`config.mk`:
```
export PLATFORM = sky130hd
export DESIGN_NAME = meteor_field
export DESIGN_NICKNAME = d
export VERILOG_FILES = /design/src/rtl/meteor_pkg.sv /design/src/rtl/meteor_lfsr.sv /design/src/rtl/meteor_field.sv
export SDC_FILE = /design/constraint.sdc
export NUM_CORES = 1
export LEC_CHECK = 0
export CELL_PAD_IN_SITES_DETAIL_PLACEMENT = 0
export CELL_PAD_IN_SITES_GLOBAL_PLACEMENT = 1
export CORE_AREA = 2 2 145 147
export CTS_CLUSTER_DIAMETER = 30
export DETAILED_ROUTE_END_ITERATION = 7
export DIE_AREA = 0 0 147 149
export PLACE_DENSITY = 0.89
export SYNTH_ARGS = -nofsm -noshare
export SYNTH_HDL_FRONTEND = slang
export SYNTH_SLANG_ARGS = --single-unit
export TNS_END_PERCENT = 20
```
`constraint.sdc`:
```
create_clock -name clk -period 5.5 [get_ports clk]
set_input_delay 0.825 -clock clk [delete_from_list [all_inputs] [get_ports clk]]
set_output_delay 0.825 -clock clk [all_outputs]
set_load 0.02 [all_outputs]
```
`src/rtl/meteor_pkg.sv`:
```
// Shared types and screen geometry for the meteor-dodge playfield.
// The collision detector and renderer import the same constants.
package meteor_pkg;

  typedef enum logic [1:0] {
    ST_IDLE,
    ST_RUN,
    ST_HALT
  } field_state_t;

  localparam logic [9:0] PARK_X = 10'd700;
  localparam logic [8:0] PARK_Y = 9'd500;

  localparam int SCREEN_W_PX    = 640;
  localparam int SCREEN_H_PX    = 480;
  localparam int METEOR_SIZE_PX = 30;

  // Values below 2*span need only one compare and one subtract to reduce.
  function automatic logic [9:0] wrap_x(input logic [9:0] value, input logic [9:0] span);
    return (value < span) ? value : value - span;
  endfunction

endpackage

```
`src/rtl/meteor_lfsr.sv`:
```
// Free-running 10-bit Fibonacci LFSR (x^10 + x^7 + 1), stepping every cycle.
// A non-zero seed keeps it out of the all-zero lock-up state.
module meteor_lfsr #(
  parameter logic [9:0] SEED = 10'h2A5
) (
  input  logic       clk,
  input  logic       reset_n,
  output logic [9:0] lfsr
);

  logic [9:0] lfsr_reg;

  always_ff @(posedge clk or negedge reset_n) begin
    if (!reset_n) begin
      lfsr_reg <= SEED;
    end else begin
      lfsr_reg <= {lfsr_reg[8:0], lfsr_reg[9] ^ lfsr_reg[6]};
    end
  end

  assign lfsr = lfsr_reg;

endmodule

```
`src/rtl/meteor_field.sv`:
```
// Falling-meteor population: spawns, moves and retires meteors once per frame,
// and freezes the field when the collision detector reports a hit.
module meteor_field
  import meteor_pkg::*;
#(
  parameter int         NUM_METEORS  = 6,
  parameter int         METEOR_SIZE  = METEOR_SIZE_PX,
  parameter int         SCREEN_W     = SCREEN_W_PX,
  parameter int         SCREEN_H     = SCREEN_H_PX,
  parameter int         SPEED        = 2,
  parameter int         SPAWN_PERIOD = 45,
  parameter logic [9:0] LFSR_SEED    = 10'h2A5
) (
  input  logic                         clk,
  input  logic                         reset_n,
  input  logic                         frame_tick,
  input  logic                         enable,
  input  logic                         clear,
  input  logic [NUM_METEORS-1:0]       meteor_collisions,
  output logic [NUM_METEORS-1:0][9:0]  meteor_x,
  output logic [NUM_METEORS-1:0][8:0]  meteor_y,
  output logic [NUM_METEORS-1:0]       meteor_active,
  output logic                         game_over,
  output logic [NUM_METEORS-1:0]       hit_mask,
  output logic [7:0]                   dodged_count
);

  localparam int CNT_W = (SPAWN_PERIOD > 1) ? $clog2(SPAWN_PERIOD) : 1;
  localparam int RC_W  = $clog2(NUM_METEORS + 1);

  localparam logic [CNT_W-1:0] SPAWN_LAST = CNT_W'(SPAWN_PERIOD - 1);
  localparam logic [9:0]       X_SPAN     = 10'(SCREEN_W - METEOR_SIZE);
  localparam logic [9:0]       Y_STEP     = 10'(SPEED);
  localparam logic [9:0]       Y_LIMIT    = 10'(SCREEN_H);

  field_state_t           state_reg;
  logic [CNT_W-1:0]       spawn_cnt_reg;
  logic [7:0]             dodged_count_reg;
  logic                   game_over_reg;
  logic [NUM_METEORS-1:0] hit_mask_reg;

  logic [9:0]             lfsr;
  logic [9:0]             spawn_x;
  logic [NUM_METEORS-1:0] active_vec;
  logic [NUM_METEORS-1:0] retire_vec;
  logic [NUM_METEORS-1:0] spawn_sel;
  logic [NUM_METEORS-1:0] free_below;
  logic [NUM_METEORS-1:0] hit_vec;
  logic                   collision;
  logic                   do_tick;
  logic                   do_spawn;
  logic                   park_all;
  logic [RC_W-1:0]        retire_cnt;
  logic [8:0]             dodged_sum;
  logic [7:0]             dodged_next;

  meteor_lfsr #(
    .SEED (LFSR_SEED)
  ) u_lfsr (
    .clk     (clk),
    .reset_n (reset_n),
    .lfsr    (lfsr)
  );

  assign hit_vec   = meteor_collisions & active_vec;
  assign collision = |hit_vec;
  // A hit in the same cycle as a frame tick suppresses the frame update.
  assign do_tick   = (state_reg == ST_RUN) && frame_tick && !collision && !clear;
  assign do_spawn  = do_tick && (spawn_cnt_reg == SPAWN_LAST);
  assign park_all  = clear || (state_reg == ST_IDLE);
  assign spawn_x   = wrap_x(lfsr, X_SPAN);

  genvar gi;
  generate
    for (gi = 0; gi < NUM_METEORS; gi++) begin : g_slot
      logic [9:0] x_reg;
      logic [8:0] y_reg;
      logic       active_reg;
      logic [9:0] y_sum;

      // Priority encoder: this slot is chosen only if no lower slot is free.
      if (gi == 0) begin : g_first
        assign free_below[gi] = 1'b0;
      end else begin : g_rest
        assign free_below[gi] = free_below[gi-1] | ~active_vec[gi-1];
      end
      assign spawn_sel[gi] = ~active_vec[gi] & ~free_below[gi];

      assign y_sum          = {1'b0, y_reg} + Y_STEP;
      assign retire_vec[gi] = active_reg && (y_sum >= Y_LIMIT);

      always_ff @(posedge clk or negedge reset_n) begin
        if (!reset_n) begin
          x_reg      <= PARK_X;
          y_reg      <= PARK_Y;
          active_reg <= 1'b0;
        end else if (park_all) begin
          x_reg      <= PARK_X;
          y_reg      <= PARK_Y;
          active_reg <= 1'b0;
        end else if (do_tick) begin
          if (active_reg) begin
            if (retire_vec[gi]) begin
              x_reg      <= PARK_X;
              y_reg      <= PARK_Y;
              active_reg <= 1'b0;
            end else begin
              y_reg <= y_sum[8:0];
            end
          end else if (do_spawn && spawn_sel[gi]) begin
            x_reg      <= spawn_x;
            y_reg      <= 9'd0;
            active_reg <= 1'b1;
          end
        end
      end

      assign active_vec[gi] = active_reg;
      assign meteor_x[gi]   = x_reg;
      assign meteor_y[gi]   = y_reg;
    end
  endgenerate

  always_comb begin
    retire_cnt = '0;
    for (int i = 0; i < NUM_METEORS; i++) begin
      retire_cnt = retire_cnt + RC_W'(retire_vec[i]);
    end
  end

  assign dodged_sum  = {1'b0, dodged_count_reg} + 9'(retire_cnt);
  assign dodged_next = dodged_sum[8] ? 8'hFF : dodged_sum[7:0];

  always_ff @(posedge clk or negedge reset_n) begin
    if (!reset_n) begin
      state_reg        <= ST_IDLE;
      spawn_cnt_reg    <= '0;
      dodged_count_reg <= 8'd0;
      game_over_reg    <= 1'b0;
      hit_mask_reg     <= '0;
    end else if (clear) begin
      state_reg        <= ST_IDLE;
      spawn_cnt_reg    <= '0;
      dodged_count_reg <= 8'd0;
      game_over_reg    <= 1'b0;
      hit_mask_reg     <= '0;
    end else begin
      case (state_reg)
        ST_IDLE: begin
          spawn_cnt_reg    <= '0;
          dodged_count_reg <= 8'd0;
          game_over_reg    <= 1'b0;
          hit_mask_reg     <= '0;
          if (enable) begin
            state_reg <= ST_RUN;
          end
        end
        ST_RUN: begin
          if (collision) begin
            state_reg     <= ST_HALT;
            game_over_reg <= 1'b1;
            hit_mask_reg  <= hit_vec;
          end else if (do_tick) begin
            dodged_count_reg <= dodged_next;
            spawn_cnt_reg    <= do_spawn ? '0 : spawn_cnt_reg + CNT_W'(1);
          end
        end
        ST_HALT: begin
          game_over_reg <= 1'b1;
        end
        default: begin
          state_reg <= ST_IDLE;
        end
      endcase
    end
  end

  assign meteor_active = active_vec;
  assign game_over     = game_over_reg;
  assign hit_mask      = hit_mask_reg;
  assign dodged_count  = dodged_count_reg;

endmodule

```
==> reports/qor.yml <==
status: "completed"
synth.ff_latch_count: 147
final_hold_viol_count: 0
start_util_pct: 39.1
post-cts-setup-buffers: 0
finalSetupViolations: 0
wl_met2_mm: 10.5
antenna_found_initial: 0
hold_class: "reg -> reg"
reg2reg_depth: 15
clk_pin_slew_ns: 0.06
drv.max_cap_violation_count: 0
hold_buffers: 0
drv_slew: 0
pin_count: 146
max_stage_delay_ns: 0.64
dr_total_vias: 7182
crit_chain: "ha_1 -> or4b_2 -> a31oi_1 -> and2_1 -> fa_1 -> inv_1 -> fa_1 -> fa_1 -> inv_1 -> fa_1 -> and2_1 -> o21a_1 -> nand3_1 -> a31o_2 -> a21oi_1"
required_ns: 5.84
largest_reg_flops: 60
fin_nets: 978
crit_family: "adder cells"
overflow: 0
grt_pass1_vias: 6831
min_period_ns: 4.56
via_per_inst: 5.82
start_kind: "flip-flop"
dr_wl_met3_mm: 2.03
yosysWarnings: 0
layout.cells.non_filler: 1235
synth_edf_count: 0
die_y_um: 149
grt_first_pass_wirelength_mm: 38.1
worstPathArrival_ns: 4.90
cp_common_cell: "fa_1"
cts_tree: "built"
r2r_setup_slack_ns: 0.94
r2r-start: "g_slot[0].y_reg[1]"
grt_max_degree: 108
crit_type: "reg -> reg"
num_rows: 53
synth_area_um2: 8040
p_leak_nw: 4.23
fmax_ghz: 0.219
drt-pass1-iter-count: 6
ys_async_sr_fraction_pct: 100
cts_buffers: 17
powerDensity_nw_per_um2: 327
peakVddDrop_mv: 0.290
wl_met1_mm: 10.9
final_cell_mix: "138 x clkdlybuf4s50_1, 77 x dfstp_2, 70 x dfrtp_1"
cts_buffer_depth: 2
htreeDepth: 4
cts_sinks: 147
ant_nets: 0
clk_latency_ns: 0.43
relSlewSlack_pct: 25.2
clk_root_buffer_cell: "clkbuf_16"
layout_commonest_cell: "clkdlybuf4s50_1"
synth_cell_types: 77
first_iter_violations: 515
place.gp.congestion: 0.906
worst_pin_slew_ns: 1.11
die_w_um: 147
finClkSkew_ns: 0.0118
syn_area_per_cell_um2: 9.83
dp_cells: 1203
min_path_cells: 0
core_um2: 20600
setup_tns_ns: 0
highest_layer: "met4"
min_from: "u_lfsr.lfsr[7]"
ys_seq_area_share_pct: 47.0
nFillCells: 1904
wl_per_cell_um: 19.2
crit_path_top_delay_cell: "or4b_2"
ys.flop_type: "dfstp_2"
final_layout_size_suffix_gt1_share_pct: 15.5
grt_util_all_layers_pct: 22.0
diodes: 0
dp_hpwl_mm: 16.5
io_buffers: 139
drt-total-wl_mm: 23.7
endpoint_kind: "flip-flop"
dieArea_um2: 21900
hold_path_end: "u_lfsr.lfsr[8]"
grt_setup_unrepaired: "no"
worstReg2RegEnd: "dodged_count[7]"
synth_cells: 818
syn_to_final_growth_pct: 27.3
drc: 0
cts_resized: 0
critPathBufInv: 2
cp_max_fo: 7
period_share_pct: 82.8
-- per-stage QoR --
stage | hold slack (ns) | area, µm² | total power (W) | setup slack (ns) | utilization (%)
finish | 0.439 | 10200 | 0.00335 | 0.944 | 49.8
global route | 0.448 | 10200 | 0.00351 | 0.637 | 49.8
CTS | 0.441 | 10200 | 0.00336 | 0.980 | 49.8
detailed placement | 0.432 | 9680 | 0.00225 | 0.990 | 47.1
global placement | 0.426 | 9680 | 0.00224 | 1.07 | 47.1
floorplan | 0.353 | 8060 | 0.00188 | 1.13 | -
-- power by group --
| group | internal, W | switching [W] | total [W] |
|---|---|---|---|
| Combinational | 0.000345 | 0.000635 | 0.000980 |
| Sequential | 0.00119 | 0.0000776 | 0.00126 |
| Clock | 0.000610 | 0.000492 | 0.00110 |
| Total | 0.00214 | 0.00120 | 0.00335 |
-- how the worst max path moves through the flow --
stage	start	endpoint	slack (ns)	cells past startpoint
6_report	g_slot[0].y_reg[1]	dodged_count[7]	0.94	15
5_1_grt	g_slot[0].y_reg[1]	dodged_count[7]	0.64	15
4_1_cts	g_slot[0].y_reg[1]	dodged_count[7]	0.98	15
3_5_place_dp	g_slot[0].y_reg[1]	dodged_count[7]	0.99	15
3_3_place_gp	g_slot[0].y_reg[1]	dodged_count[7]	1.07	15
2_1_floorplan	g_slot[0].y_reg[5]	dodged_count[7]	1.13	15
-- kinds of logic after synthesis --
group	count (synthesis)	synth area share, %
AOI/OAI and AO/OA	269	23.8
and+or+nand+nor	260	17.2
DFF	147	47.0
buffers and inverters	93	4.98
muxes	22	2.82
adders and majority gates	20	3.49
xor gates and xnor gates	6	0.654
other	1	0.0466
-- per-layer routing --
| layer | vias to the layer above | GRT usage [%] |
|---|---|---|
| li1 | 3327 | - |
| met1 | 3531 | 31.2 |
| met2 | 297 | 33.2 |
| met3 | 27 | 6.45 |
| met4 | 0 | 5.10 |
| met5 | - | 0 |
-- synth_stat cells (all sizes together), types with 5 or more instances --
| library cell | count | share of area (%) |
|---|---|---|
| a32o | 7 | 0.87 |
| and2 | 6 | 0.47 |
| a211oi | 8 | 0.75 |
| a21oi | 42 | 2.8 |
| a221oi | 6 | 0.65 |
| a22o | 9 | 0.98 |
| nand2b | 13 | 1.0 |
| nand2 | 56 | 2.6 |
| o22a | 12 | 1.3 |
| dfrtp | 70 | 22 |
| mux2 | 5 | 0.70 |
| dfstp | 77 | 25 |
| o2bb2ai | 17 | 1.9 |
| xor2 | 5 | 0.54 |
| and3 | 13 | 1.0 |
| a31oi | 11 | 0.86 |
| a21o | 6 | 0.56 |
| o21a | 11 | 1.0 |
| a2bb2oi | 12 | 1.3 |
| and4 | 7 | 0.76 |
| a311oi | 8 | 0.87 |
| o22ai | 18 | 1.4 |
| inv | 45 | 2.1 |
| nand4 | 12 | 1.0 |
| clkbuf | 30 | 1.4 |
| nor2 | 52 | 2.4 |
| buf | 18 | 1.5 |
| nand3 | 39 | 2.4 |
| ha | 16 | 2.5 |
| mux2i | 17 | 2.1 |
| nor3 | 17 | 1.1 |
| o21ai | 54 | 3.4 |
| nand4b | 5 | 0.54 |
| nor4 | 7 | 0.54 |
| or2 | 5 | 0.39 |
| o31ai | 6 | 0.56 |
-- area by class of cell --
cell class | instances | area (µm²) | share of cell area, %
Clock buffer | 20 | 457 | 4.46
Multi-Input combinational cell | 583 | 3890 | 38.0
Clock inverter | 12 | 97.6 | 0.954
Sequential cell | 147 | 3770 | 36.9
Timing Repair Buffer | 153 | 1500 | 14.6
Inverter | 45 | 169 | 1.65
Tap cell | 275 | 344 | 3.36
Note: power is estimated with default switching activity, not from simulation.
==> RTL change 1: new RTL, same flow settings <==
Set the parameter `NUM_METEORS` to 5 (it was 6).
--- a/src/rtl/meteor_field.sv
+++ b/src/rtl/meteor_field.sv
@@ -4,5 +4,5 @@
   import meteor_pkg::*;
 #(
-  parameter int         NUM_METEORS  = 6,
+  parameter int         NUM_METEORS  = 5,
   parameter int         METEOR_SIZE  = METEOR_SIZE_PX,
   parameter int         SCREEN_W     = SCREEN_W_PX,
Ports: changed (5 resized); port bits go from 146 to 124. No check against the original RTL was run, so the function may have changed too.
==> RTL change 1 against the unedited design <==
Non-clock buffer count shrank 24. Clock skew up 0.0051 ns. Routed wire length shrank 13%. Power is 16% lower. Sequential cell count shrank 20. Maximum frequency rose by 5.1%. Global-route usage down 2.8 points. Final area shrank 11%. Count of clock-buffer cells in the layout unchanged. Setup slack improved by 0.22 ns. Area after synthesis shrank 11%. Via count is 10% lower. Sequential share of layout area shrank 1.0 points. Hold slack got worse by 0.014 ns. Critical path type unchanged. Largest cell class unchanged. Highest routed layer unchanged.
==> RTL change 1: results (changes against the unedited design) <==
- Min-delay src: u_lfsr.lfsr[2]$_DFF_PN1_
- Hold Slack: 0.4255 ns (-0.01384 ns)
- Largest net degree at the start of global routing: 57 (-47%)
- Leak: 3.628 nW (-14%)
- First-pass GRT wire length: 33,490 um (-12%)
- Synth top cells by count: nand2_1 (72), dfstp_2 (65), dfrtp_1 (62)
- Final std cells w/o fill: 1,143 (-7.4%)
- Crit-path max FO: 5 (-2)
- First-pass DRT Iterations: 5 (-1)
- GPL Wtd Cong: 0.8142 (-10%)
- Syn_area_per_cell: 9.499 um2 (-3.3%)
- Peak supply drop: 0.0001913 V (-34%)
- CP max stage delay: 0.56 ns (-0.08 ns)
- CP arrival: 4.65 ns (-0.25 ns)
- GR Util met2: 29.93% (-3.3 points)
- Reg area: 3259 um2 (-14%)
- Worst Reg-to-Reg Cells: 16 (+1)
- Worst slew margin: 33.39% (+8.2 points)
- Clk sinks: 127 (-14%)
- Fin nets: 884 (-9.6%)
- Routed wl met2: 9594 um (-8.4%)
- M3 GR Usage: 4.220% (-2.2 points)
- Status: complete, no violations
- Post-Route WL: 20,720 um (-13%)
- Number of global-route vias before repair: 6,205 (-9.2%)
- Routed vias: 6,450 (-10%)
- Count of input and output buffers: 118 (-15%)
- Routing usage on met1: 26.46% (-4.8 points)
- Setup crit start: g_slot[2].y_reg[2]$_DFFE_PN1P_
- Slowest cell on crit path: dfstp_2
- Number of multi-input logic gates: 549 (-5.8%)
- Non-clock inverters: 31 (-31%)
- Final Skew: 0.01690 ns (+0.005136 ns)
- FILL cells: 1,997 (+4.9%)
- Metal-1 WL: 9575 um (-12%)
- Non-clock buffer share: 13.88% (-0.75 points)
- Synth Cell Area: 7172 um2 (-11%)
- Area of the multi-input gates: 3560 um2 (-8.6%)
- Initial DRC count: 552 (+7.2%)
- Setup crit end: dodged_count[2]$_DFFE_PN0P_
- Non-CTS buffers: 129 (-16%)
-- RTL change 1: changes by cell type after synthesis, moves of 9 or more --
cell,delta
dfstp_2,-12
nor3_1,-9
o2bb2ai_1,-11
a2bb2oi_1,-9
o22a_1,-12
o32a_1,+18
nand2_1,+16
inv_1,-15
-- RTL change 1: logic make-up after synthesis --
group,synth area share (%)
AND/OR/NAND/NOR,19.07
multiplexers,2.407
flip-flops,45.45
other,0.05229
adder cells (fa/ha/maj),3.629
XOR/XNOR,0.3664
buffers and inverters,5.356
AO/OA/AOI/OAI,23.67
-- RTL change 1: power breakdown --
group	leakage [nW]	internal [mW]	switching [mW]	total [mW]
combinational	1.83	0.234	0.450	0.685
clock	0.255	0.600	0.446	1.05
sequential	1.55	1.00	0.0637	1.07
total	3.63	1.84	0.960	2.80
-- RTL change 1: per-stage QoR --
stage	total power, mW	cell area [um2]
global route	2.933	9085
floorplan	1.518	7187
global placement	1.754	8541
finish	2.797	9085
detailed placement	1.761	8541
CTS	2.811	9085
==> RTL change 2: new RTL, same flow settings <==
Made on the original files. Register the input `meteor_collisions` before use, without a reset. The logic sees it one clock later. The other inputs are not delayed to match.
--- a/src/rtl/meteor_field.sv
+++ b/src/rtl/meteor_field.sv
@@ -34,4 +34,10 @@
   localparam logic [9:0]       Y_LIMIT    = 10'(SCREEN_H);
 
+  logic [NUM_METEORS-1:0] meteor_collisions_q;
+
+  always_ff @(posedge clk) begin
+    meteor_collisions_q <= meteor_collisions;
+  end
+
   field_state_t           state_reg;
   logic [CNT_W-1:0]       spawn_cnt_reg;
@@ -63,5 +69,5 @@
   );
 
-  assign hit_vec   = meteor_collisions & active_vec;
+  assign hit_vec   = meteor_collisions_q & active_vec;
   assign collision = |hit_vec;
   // A hit in the same cycle as a frame tick suppresses the frame update.
Behaviour: same outputs for any inputs over 4 cycles, from zero or initial values and one cycle with reset_n low; that may be too few to reach the edited logic, so the function may still have changed.
==> RTL change 2 against the unedited design <==
Non-clock buffer count fell by 1. Power is 1.5% lower. First-iteration DRC count rose by 29%. Combinational power is 17% lower. Final area rose by 2.0%. Clock power is 7% higher. Count of clock-buffer cells in the layout decreased by 2. Routed wire length is 3.7% higher. Area after synthesis is 3.2% higher. Sequential cell count up 6. Maximum frequency rose by 4.8%. Die area unchanged. Setup slack better by 0.21 ns. Critical path type unchanged.
==> RTL change 2: results (changes against the unedited design) <==
- Worst slew margin: 20.39% (-4.8 points)
- Placement Cell Area: 9842 um2 (+1.7%)
- Leak: 4.077 nW (-3.5%)
- First-pass DRT Iterations: 8 (+2)
- Worst hold path class: in2async
- First-pass GRT wire length: 39,360 um (+3.2%)
- Pwr per Cell Area: 315.6 nW/um2 (-3.5%)
- Initial antenna violation count: 0 (unchanged)
- Setup crit start: g_slot[2].y_reg[2]$_DFFE_PN1P_
- Mux cell area share after synthesis: 1.101% (-1.7 points)
- Fin nets: 997 (+1.9%)
- Ys async rst share: 96.08% (-3.9 points)
- Fraction of layout cells with a size suffix above 1: 15.22% (-0.30 points)
- CP arrival: 4.66 ns (-0.24 ns)
- Adder-Cell Fraction of Synth Area: 3.377% (-0.11 points)
- CP max stage delay: 0.58 ns (-0.06 ns)
- Number of flip-flops in the largest register: 60 (unchanged)
- Reg-to-Reg End: dodged_count[5]$_DFFE_PN0P_
- Maximum clock rate: 230.1 MHz (+4.8%)
- Largest net degree at the start of global routing: 53 (-51%)
- Int Pwr: 2.152 mW (+0.50%)
- Status: complete, no violations
- Initial DRC count: 663 (+29%)
- Clock network power: 1.18 mW (+7%)
- GPL Wtd Cong: 0.8515 (-6.0%)
- Synth area leaders: dfstp_2 (24%), dfrtp_1 (21%), nand2_1 (3.6%)
- Routed len/inst: 19.62 um (+2.1%)
- Compound-Gate Fraction of Synth Area: 25.13% (+1.3 points)
- Final HPWL DP: 17,270 um (+4.6%)
- Clock Latency Late Sink: 0.43 ns (about the same)
- XOR/XNOR share of the synthesized area: 0.2111% (-0.44 points)
- Routed vias: 7,403 (+3.1%)
- Number of global-route vias before repair: 7,107 (+4.0%)
- Synth top cells by count: nand2_1 (80), dfstp_2 (77), dfrtp_1 (70), nor2_1 (70), o21ai_0 (48)
- Worst Reg-to-Reg Cells: 14 (-1)
- Post-synth cell types: 88 (+14%)
- Crit-path max FO: 6 (-1)
- Worst-path clk slew: 0.06 ns (about the same)
- Post-Synthesis Cells: 845 (+3.3%)
- # diodes: 0 (unchanged)
- GR Util All Layers: 22.71% (+0.76 points)
- Peak supply drop: 0.0002104 V (-27%)
- Hold Slack: 0.3352 ns (-0.1041 ns)
- Slowest cell on crit path: dfstp_2
- Setup bufs post-CTS: 0 (unchanged)
- Vias per cell: 5.904 (+1.5%)
- Seq/Total Area, Yosys: 46.93% (about the same)
- P_comb: 0.810 mW (-17%)
==> RTL change 2: cell count changes after synthesis, sizes merged, moves of 8 or more <==
cell / before / now
a221o: 0 / 8
buf: 18 / 37
clkbuf: 30 / 18
inv: 45 / 26
mux2i: 17 / 8
nand2: 56 / 80
nand3: 39 / 29
nor2: 52 / 71
nor4: 7 / 18
o211ai: 3 / 11
o2bb2ai: 17 / 8
o32a: 0 / 10
==> RTL change 2: final cells by class <==
| class | instances | area, um2 |
|---|---|---|
| clock buffer | 18 | 439.2 |
| clock inverter | 14 | 158.9 |
| fill | 1907 | 10120 |
| inverter | 26 | 97.59 |
| multi-input combinational | 616 | 4015 |
| sequential | 153 | 3895 |
| tap | 275 | 344.1 |
| timing repair buffer | 152 | 1490 |
==> RTL change 2: per-layer routing <==
layer	up-vias	routed length (um)	track usage, %
met3	32	1456	4.128
met2	255	11430	35.28
met1	3669	11240	32.23
met4	0	468	7.692
li1	3447	-	-
met5	-	0	0
